$ cat src/rtl/int_ctrl.sv
// Interrupt controller: edge-detects up to eight level sources into a pending
// register, gates them with a mask, and runs a single-level request/service
// handshake with the CPU controller (request -> ack -> service -> eret).
module int_ctrl #(
    parameter int              NSRC     = 4,
    parameter logic [NSRC-1:0] MASK_RST = {NSRC{1'b1}}
) (
    input  logic            clk,
    input  logic            reset,
    input  logic [NSRC-1:0] irq_in,
    input  logic            mask_we,
    input  logic [NSRC-1:0] mask_wdata,
    input  logic            clr_we,
    input  logic [NSRC-1:0] clr_wdata,
    input  logic            int_ack,
    input  logic            eret,
    output logic            int_req,
    output logic [2:0]      int_id,
    output logic [NSRC-1:0] pending,
    output logic [NSRC-1:0] mask,
    output logic            in_service,
    output logic [1:0]      state
);

    typedef enum logic [1:0] {
        ST_IDLE    = 2'b00,
        ST_REQ     = 2'b01,
        ST_SERVICE = 2'b10
    } state_t;

    state_t          r_state;
    state_t          w_state_next;
    logic [2:0]      r_id;
    logic [2:0]      w_id_next;
    logic [NSRC-1:0] r_irq_q;
    logic [NSRC-1:0] r_pending;
    logic [NSRC-1:0] r_mask;

    logic [NSRC-1:0] w_rise;
    logic [NSRC-1:0] w_armed;
    logic [NSRC-1:0] w_id_onehot;
    logic [NSRC-1:0] w_clr;
    logic [NSRC-1:0] w_pending_next;
    logic [2:0]      w_sel;
    logic            w_ack_ok;
    logic            w_eret_ok;

    assign w_rise    = irq_in & ~r_irq_q;
    assign w_armed   = r_pending & r_mask;
    // Handshake pulses only act in the one state where they are legal.
    assign w_ack_ok  = (r_state == ST_REQ) && int_ack;
    assign w_eret_ok = (r_state == ST_SERVICE) && eret;

    // Fixed-priority encoder: the lowest armed index wins.
    always_comb begin
        // NOTE: every always_comb output gets a default first so no path leaves it unassigned, which would infer a latch.
        w_sel = 3'd0;
        for (int i = NSRC - 1; i >= 0; i--) begin
            if (w_armed[i]) begin
                w_sel = 3'(i);
            end
        end
    end

    // One-hot of the committed id, used to clear its pending bit on ack.
    always_comb begin
        w_id_onehot = '0;
        for (int i = 0; i < NSRC; i++) begin
            w_id_onehot[i] = (r_id == 3'(i));
        end
    end

    // Clears from software and from ack combine; a same-edge rising edge wins.
    always_comb begin
        w_clr = '0;
        if (clr_we) begin
            w_clr = clr_wdata;
        end
        if (w_ack_ok) begin
            w_clr = w_clr | w_id_onehot;
        end
        w_pending_next = (r_pending & ~w_clr) | w_rise;
    end

    // Edge-detect history, pending and mask registers.
    always_ff @(posedge clk or posedge reset) begin
        if (reset) begin
            r_irq_q   <= '0;
            r_pending <= '0;
            r_mask    <= MASK_RST;
        end else begin
            // NOTE: sequential state uses non-blocking assignments so every register samples pre-edge values.
            r_irq_q   <= irq_in;
            r_pending <= w_pending_next;
            if (mask_we) begin
                r_mask <= mask_wdata;
            end
        end
    end

    // FSM state and committed id registers.
    always_ff @(posedge clk or posedge reset) begin
        if (reset) begin
            r_state <= ST_IDLE;
            r_id    <= 3'd0;
        end else begin
            r_state <= w_state_next;
            r_id    <= w_id_next;
        end
    end

    // Next-state logic; the id is latched only when leaving IDLE so a
    // committed request cannot be disturbed by mask, clear or new edges.
    always_comb begin
        w_state_next = r_state;
        w_id_next    = r_id;
        case (r_state)
            ST_IDLE: begin
                if (|w_armed) begin
                    w_state_next = ST_REQ;
                    w_id_next    = w_sel;
                end
            end
            ST_REQ: begin
                if (w_ack_ok) begin
                    w_state_next = ST_SERVICE;
                end
            end
            ST_SERVICE: begin
                if (w_eret_ok) begin
                    w_state_next = ST_IDLE;
                end
            end
            default: begin
                w_state_next = ST_IDLE;
            end
        endcase
    end

    // Outputs are register values or decodes of the state register only.
    assign int_req    = (r_state == ST_REQ);
    assign in_service = (r_state == ST_SERVICE);
    assign int_id     = r_id;
    assign pending    = r_pending;
    assign mask       = r_mask;
    assign state      = r_state;

endmodule

$ cat config.mk
export PLATFORM = sky130hd
export DESIGN_NAME = int_ctrl
export DESIGN_NICKNAME = d
export VERILOG_FILES = /design/src/rtl/int_ctrl.sv
export SDC_FILE = /design/constraint.sdc
export NUM_CORES = 1
export LEC_CHECK = 0
export CORE_ASPECT_RATIO = 1.25
export CORE_MARGIN = 2
export CORE_UTILIZATION = 40
export CTS_BUF_LIST = sky130_fd_sc_hd__clkbuf_4 sky130_fd_sc_hd__clkbuf_8 sky130_fd_sc_hd__clkbuf_16
export CTS_CLUSTER_DIAMETER = 60
export DETAILED_ROUTE_END_ITERATION = 10
export DONT_BUFFER_PORTS = 1
export GPL_ROUTABILITY_DRIVEN = 0
export PLACE_DENSITY = 0.65
export RECOVER_POWER = 50
export SYNTH_ARGS = -nofsm -noshare
export SYNTH_HDL_FRONTEND = slang
export SYNTH_SLANG_ARGS = --single-unit
$ cat constraint.sdc
create_clock -name clk -period 1.2 [get_ports clk]
set_input_delay 0.24 -clock clk [delete_from_list [all_inputs] [get_ports clk]]
set_output_delay 0.24 -clock clk [all_outputs]
set_load 0.01 [all_outputs]
* After elaboration in Yosys (flattened, before gate mapping) *
Cells that the tools add are included.
W data, S select, Z words.

cells by class
  equality and inequality tests = 8
  multiplexer cells = 10
  bitwise gates (word level) = 7
  reductions and logical operators = 7

operators by type and width
  cell                  count
  $and A4 B4 Y4         3
  $mux W3               3
  $mux W2               4
  $mux W4               2
  $not A4 Y4            2
  $or A4 B4 Y4          2
  $eq A3 B2 Y1 const B  2
  $pmux W2 S3           1
  $ne A2 B1 Y1 const B  2
  $reduce_or A4 Y1      1
  $eq A3 B1 Y1 const B  1
  $logic_not A3 Y1      1
  $reduce_and A3 Y1     1
  $eq A2 B1 Y1 const B  1
  $eq A2 B2 Y1 const B  1
  $logic_and A1 B1 Y1   2
  $logic_not A2 Y1      1
  $ne A2 B2 Y1 const B  1
  $reduce_and A2 Y1     1

storage, ports and cells
  flip-flop bits (word level) = 17
  input port bits = 18
  output and inout port bits = 15

* Depth between registers and ports, before layout *
Gate-level depths: netlist of run 1.

  word-level depth = 6
  depth in mapped cells = 3
  depth with buffers taken out = 3

* Worst setup path after synthesis of run 1 *
OpenSTA, ideal clock, no wires.

  path kind = flip-flop to flip-flop
  from = register r_mask[1], in the netlist mask[1]
  to = register r_id[0], in the netlist int_id[0]
  arrival time = 0.982 ns
  data required time = 1.123 ns
  path slack = 0.141 ns
  cell stages (with the launch flop) = 4
  buffers on the path = 0
  path through = dfstp_2 > nand2_1 > a32o_1 > a21oi_1

on the way
  longest elaborated chain between the ends = 3

RTL lines
  what                                                                  line     source
  from (decl)                                                           37       logic [NSRC-1:0] r_mask;
  from (signal assigned)                                                96       r_mask <= mask_wdata;
  $and A4 B4 Y4 (*)                                                     49       assign w_armed = r_pending & r_mask;
  $reduce_or A4 Y1 / $mux W3 (equally long branches)                    119, 59
  $reduce_and A2 Y1 (no source line) / $mux W3 (equally long branches)  -
  to (signal assigned)                                                  108      r_id <= w_id_next;
  to (decl)                                                             33       logic [2:0] r_id;

Mark *: on every way between the ends. The rest lies on a longest branch, timed or not.
A chain may end at the register's enable or synchronous reset.

* Worst setup path after layout of run 1 *
  from = register r_state[0], in the netlist state[0]
  to = output in_service

on the way
  longest elaborated chain between the ends = 1

RTL lines
  what                    line  source
  from (decl)             31    state_t r_state;
  from (signal assigned)  107   r_state <= w_state_next;
  $eq A2 B2 Y1            142   assign in_service = (r_state == ST_SERVICE);
  to (decl)               21    output logic in_service,

Every way passes these cells.

==> metrics.md, run 1 <==
| Metric | Value |
|---|---|
| Data required time at the worst endpoint | `0.96 ns` |
| Clock-pin slew on the worst setup and hold paths | `0.10 ns` |
| Library cell occupying the most area in the post-synthesis netlist | `dfrtp_1` |
| Worst reg2reg startpoint | `state[1]` |
| Worst Path Arrival | `1.03 ns` |
| Total global routing track utilization | `0.1662` |
| Gate count after technology mapping | `60` |
| Via count of the first global-routing pass | `522` |
| Horizontal die dimension | `40.93 um` |
| Setup TNS | `-0.09759 ns` |
| Max capacitance violation total | `0` |
| Peak Freq | `786.9 MHz` |
| Core area | `0.001582 mm^2` |
| Fraction of the yosys area taken by sequential cells | `0.5945` |
| Via count | `501` |
| Hold violation total from the final report | `0` |
| Number of buffers on the longest clock path | `2` |
| Flop-to-flop setup slack | `0.02 ns` |
| Buffers on Ports | `0` |
| Total half-perimeter wirelength after legalization and detailed placement | `1.086 mm` |
| Worst path setup slack after routing | `-0.07082 ns` |
| Endpoint class of the critical path | `output port` |
| Pin count of the biggest net entering global routing | `17` |
| Layout Nets | `92` |
| Worst IR Drop VDD | `844.6 uV` |
| Crit path cell chain | `and2b_2` |
| Cell types occupying the most area after synthesis | `dfrtp_1 44%, dfstp_2 15%, mux2_2 6.6%, inv_1 4.4%, nand2_1 3.9%` |
| Fraction of power consumed by combinational cells | `0.305` |
| Final Skew | `0.006943 ns` |
| Number of violations reported at the end of detailed-routing iteration 0 | `8` |
| Leak pwr | `0.3741 nW` |
| Post-synthesis net count | `78` |
| Sw Ratio | `0.3610` |
| Count of yosys warnings during synthesis | `0` |
| Layout overhead on the synthesized area | `22.57%` |
| Post-synthesis async set-or-reset flop share | `1.000` |
| Reported net switching power | `0.0006362 W` |
| Critical path startpoint category | `flip-flop` |
| Total number of H-tree levels | `1` |
| Status | `complete, but fails checks` |
| Predominant post-synthesis flop cell | `dfrtp_1` |
| Count of clock tree sinks | `16` |
| Starting utilization of the core area | `0.4312` |
| Residual DRC count | `0` |
| Number of distinct library cell variants in the gate-level netlist after synthesis | `24` |
| Share of post-route cells with drive strength above 1 | `0.3288` |
| Hold slack final | `0.07104 ns` |
| Initial antenna violation count | `0` |
| Share of the core filled with cells | `0.5285` |
| Top cell type's share of synthesized area | `0.4404` |
| Setup slack after placement | `0.06358 ns` |
| Peak fanout along the critical path | `6` |
| Setup CP Type | `reg -> out` |
| Worst path max stage delay | `0.48 ns` |
| Routed length per instance | `15.85 um` |
| Post-synth EDFFs | `0` |
| Area of the die | `0.002053 mm^2` |
| IO Pins | `33` |
| CP max-delay cell | `dfrtp_2` |
| Worst r2r path cells | `4` |
| Flop pwr share | `0.495` |
| Number of placement rows | `16` |
| Wire length reported by the detailed router | `1.442 mm` |
| Cell area power density | `2108 mW/mm^2` |
| Gr ovfl total | `0` |
| Critical path buffers and inverters | `0` |
| Most instantiated cells after synthesis | `12 x dfrtp_1, 8 x inv_1, 7 x nand2_1` |
| Startpoint of the lowest-slack hold path | `irq_in[1]` |
| Period Utilization, post-route | `1.059` |
| R2r endpoint | `pending[3]` |
| Violated checks | `setup timing` |
| Cell area after layout | `835.8 um^2` |
| Post-synthesis cell area | `681.9 um^2` |
| Via-per-instance ratio | `5.505` |
| Hold depth | `2` |
| Number of max-slew violations in the final report | `0` |
| DP Area | `719.4 um^2` |
| Setup violations, final | `2` |
| Hold/Removal Path Class | `in -> reg` |
| Most frequently used cell type in the post-synthesis netlist | `dfrtp_1` |
| Unrepaired setup endpoints after global routing | `true` |
| Wire length of the first global-routing pass | `2.311 mm` |
| Number of search-and-repair iterations in the first detailed-routing pass | `4` |
| #FFs+latches synth | `16` |
| Final Critical Period | `1.271 ns` |
| Clock tree from TritonCTS | `done` |
| Final antenna-violating net count | `0` |
| Fraction of power consumed by the clock network | `0.200` |
| Worst Hold End | `pending[1]` |
| Root Buffer | `clkbuf_4` |
| ANT cells | `0` |
| Vertical die dimension | `50.16 um` |
| Internal power | `0.001126 W` |
| Clock latency of the later-clocked register in the worst-skew pair | `0.28 ns` |
| Per-instance average area after synthesis | `11.37 um^2` |
| Cell type group with the largest total delay on the critical path | `flip-flops` |
| Number of clock buffers inserted by TritonCTS | `3` |
## kinds of logic (layout without fill, tap and decap cells)
logic type,Yosys count,count (layout),share of synthesized area
other,1,1,0.005499
multiplexers,4,4,0.06605
AND/OR/NAND/NOR,13,13,0.09727
AO/OA/AOI/OAI,17,17,0.1817
flip-flops,16,16,0.5945
buffers and inverters,9,22,0.05505
## cell type report
| cell class | instances | area (um^2) |
|---|---|---|
| Multi-Input combinational cell | 35 | 250.2 |
| Fill cell | 144 | 745.7 |
| Inverter | 8 | 30.03 |
| Timing Repair Buffer | 10 | 88.84 |
| Tap cell | 18 | 22.52 |
| Sequential cell | 16 | 407.9 |
| Clock buffer | 4 | 36.28 |
## per-layer routing
| metal | vias to the layer above | global-route usage | part of all wire |
|---|---|---|---|
| met2 | 12 | 0.2656 | 0.55 |
| li1 | 235 | - | - |
| met5 | - | 0 | 0 |
| met4 | 0 | 0.06667 | 0.010 |
| met3 | 2 | 0.04425 | 0.053 |
| met1 | 252 | 0.2012 | 0.38 |
## power by group through the flow
| stage | clock (W) | combinational, W | sequential, W |
|---|---|---|---|
| finish | 0.000352 | 0.000538 | 0.000872 |
| global route | 0.000388 | 0.000595 | 0.000899 |
| CTS | 0.000356 | 0.000523 | 0.000870 |
| detailed placement | 0 | 0.000416 | 0.000888 |
| global placement | 0 | 0.000404 | 0.000878 |
| floorplan | 0 | 0.000284 | 0.000860 |
## per-stage QoR
step	total power, W	std cells
after detailed placement	0.001304	80
after global routing	0.001882	91
after floorplan	0.001144	60
after CTS	0.001749	91
after global placement	0.001282	80
final	0.001762	91
## registers in the layout (all words and copies together), names as in the netlist
register / count
state: 2
mask: 4
r_irq_q: 4
int_id: 2
pending: 4
## cell usage in the layout, fill, tap and decap left out, drive strengths merged, types with 2 or more instances in the layout
cell | netlist | layout
dfrtp | 12 | 12
a21boi | 2 | 2
dfstp | 4 | 4
buf | 1 | 4
a21oi | 2 | 2
nor2 | 2 | 2
dlygate4sd3 | 0 | 5
o211ai | 2 | 2
o21ai | 3 | 3
nand2 | 8 | 8
mux2 | 4 | 4
clkbuf | 0 | 5
a22o | 3 | 3
inv | 8 | 8
## worst reg2reg max path: stages (launching register included)
cell and delay [ns]:
dfrtp_2 0.44, buf_6 0.12, nand4b_1 0.19, o211ai_1 0.21, o21ai_1 0.10
## how the worst max path moves through the flow
stage | end | cells past startpoint | slack (ns) | startpoint
floorplan | int_id[0] | 3 | 0.14 | mask[1]
global placement | pending[0] | 3 | 0.07 | state[0]
detailed placement | int_id[0] | 3 | 0.06 | mask[1]
CTS | in_service | 1 | -0.08 | state[0]
global route | in_service | 1 | -0.13 | state[0]
finish | in_service | 1 | -0.07 | state[0]
## repair_timing
item | in CTS | in global routing
hold endpoints to repair | 16 | 0
setup endpoints to repair | 2 | 5
hold buffers | 5 | 0
resized for setup | 4 | 2
buffers inserted | 2 | 0
Power figures use the tool's default switching activity.
==> run 2: changes to the inputs <==
ABC_CLOCK_PERIOD_IN_PS = 1200   (was default)
CORE_UTILIZATION = 38   (was 40)
DONT_BUFFER_PORTS = default   (was 1)
PLACE_DENSITY = 0.87   (was 0.65)
==> run 2 against run 1 <==
Effect of this change: the flow still finishes with violations (setup timing); via count rose by 37%; clock power about the same; global-route usage is 2.8 points higher; maximum frequency decreased by 8.7%; hold slack better by 0.35 ns.
==> metrics.md, run 2 (synthesis results as in run 1) <==
| Metric | Value |
|---|---|
| Via count of the first global-routing pass | `694` |
| Area of the die | `0.002151 mm^2` |
| Number of buffers on the longest clock path | `2` |
| Final Skew | `0.001806 ns` |
| Buffers on Ports | `31` |
| Number of violations reported at the end of detailed-routing iteration 0 | `14` |
| Peak fanout along the critical path | `3` |
| DP Area | `0.001129 mm^2` |
| Max capacitance violation total | `0` |
| Worst Path Arrival | `1.15 ns` |
| Hold/Removal Path Class | `reg -> reg` |
| Vertical die dimension | `51.36 um` |
| Root Buffer | `clkbuf_4` |
| Total number of H-tree levels | `1` |
| Cell area power density | `1987 mW/mm^2` |
| Pin count of the biggest net entering global routing | `17` |
| Most common library cell in the layout ignoring fill and taps | `buf_4` |
| Worst IR Drop VDD | `1267 uV` |
| Unrepaired setup endpoints after global routing | `true` |
| Critical path buffers and inverters | `2` |
| Peak Freq | `718.5 MHz` |
| Worst path setup slack after routing | `-0.1917 ns` |
| Count of clock tree sinks | `16` |
| Setup TNS | `-0.7222 ns` |
| Violated checks | `setup timing` |
| CP max-delay cell | `dfrtp_1` |
| Cell type group with the largest total delay on the critical path | `flip-flops` |
| Layout Nets | `136` |
| Final Critical Period | `1.392 ns` |
| Leak pwr | `0.6109 nW` |
| Critical path startpoint category | `flip-flop` |
| Gr ovfl total | `0` |
| Period Utilization, post-route | `1.160` |
| IO Pins | `33` |
| Starting utilization of the core area | `0.3958` |
| Crit path cell chain | `buf_6, and2b_2, buf_6` |
| Core area | `0.001723 mm^2` |
| Via count | `687` |
| ANT cells | `0` |
| Wire length of the first global-routing pass | `3.139 mm` |
| Total half-perimeter wirelength after legalization and detailed placement | `1.381 mm` |
| Setup violations, final | `8` |
| Initial antenna violation count | `0` |
| Number of clock buffers inserted by TritonCTS | `3` |
| Residual DRC count | `0` |
| Worst path max stage delay | `0.43 ns` |
| Number of max-slew violations in the final report | `0` |
| Horizontal die dimension | `41.89 um` |
| Data required time at the worst endpoint | `0.96 ns` |
| Total global routing track utilization | `0.1946` |
| Wire length reported by the detailed router | `1.974 mm` |
| Endpoint class of the critical path | `output port` |
| Hold violation total from the final report | `0` |
| Via-per-instance ratio | `5.051` |
| Top library cells by usage in the layout, fill and taps aside | `16 x buf_4, 13 x clkdlybuf4s50_1, 12 x dfrtp_1, 12 x buf_6, 7 x inv_1` |
| Routed length per instance | `14.51 um` |
| Layout overhead on the synthesized area | `91.19%` |
| Cell area after layout | `0.001304 mm^2` |
| Number of search-and-repair iterations in the first detailed-routing pass | `4` |
| Clock-pin slew on the worst setup and hold paths | `0.09 ns` |
| Clock tree from TritonCTS | `done` |
| Setup CP Type | `reg -> out` |
| Number of placement rows | `17` |
| Clock latency of the later-clocked register in the worst-skew pair | `0.28 ns` |
| CTS hold repair buffers | `0` |
| Status | `complete, but fails checks` |
| Final antenna-violating net count | `0` |
| Most numerous cell on the critical path | `buf_6` |
| Share of post-route cells with drive strength above 1 | `0.4615` |
| Count of fill cells added during filler insertion | `113` |
## run 2: cell types whose count changed in the layout (fill, tap and decap cells not counted), moves of 6 or more
cell,previous run,this run
clkdlybuf4s15_1,0,6
clkdlybuf4s50_1,0,13
buf_6,1,12
buf_4,3,16
## run 2: power breakdown
group,total (W),switching [W],internal (W)
clock network,0.000353,0.000168,0.000184
registers,0.000749,0.0000812,0.000668
logic,0.00149,0.000639,0.000850
total,0.00259,0.000889,0.00170
## run 2: routing by layer
layer	GRT usage	vias to the layer above	part of all wire
met5	0	-	0
met3	0.03180	0	0.030
met4	0.04839	0	0
met1	0.2190	344	0.39
met2	0.3750	18	0.58
li1	-	325	-
## run 2: final timing paths
check | slack, ns | to | from | cells past startpoint
worst max-delay path | -0.19 | in_service | state[0] | 3
worst min-delay path | 0.42 | pending[0] | r_irq_q[0] | 1
worst max register to register | -0.13 | int_id[1] | state[1] | 6
worst min register to register | 0.42 | pending[0] | r_irq_q[0] | 1
max in group asynchronous | 0.42 | mask[0] | reset | 3
min in group asynchronous | 0.46 | r_irq_q[1] | reset | 3
## run 2: area by class of cell
cell class / count / area, um^2 / area share
Multi-Input combinational cell: 35 / 297.8 / 0.2284
Clock buffer: 4 / 36.28 / 0.02783
Sequential cell: 16 / 405.4 / 0.3109
Inverter: 8 / 30.03 / 0.02303
Tap cell: 19 / 23.77 / 0.01823
Timing Repair Buffer: 54 / 510.5 / 0.3916
## run 2: repair_timing
action / CTS / global route
endpoints found under the setup margin: 14 / 18
pin swaps: 2 / 5
setup buffers: 5 / 4
gates resized for setup: 53 / 17
## run 2: metrics by stage
stage	power, W	hold WS [ns]	util	instances	setup slack (ns)
5_1_grt	0.002729	0.4477	0.7567	136	-0.2345
3_5_place_dp	0.001802	0.4160	0.6550	125	-0.1890
4_1_cts	0.002304	0.2606	0.7037	134	-0.1829
3_3_place_gp	0.001772	0.3947	0.6550	125	-0.1642
2_1_floorplan	0.001144	0.1509	-	60	0.1410
6_report	0.002591	0.4221	0.7567	136	-0.1917
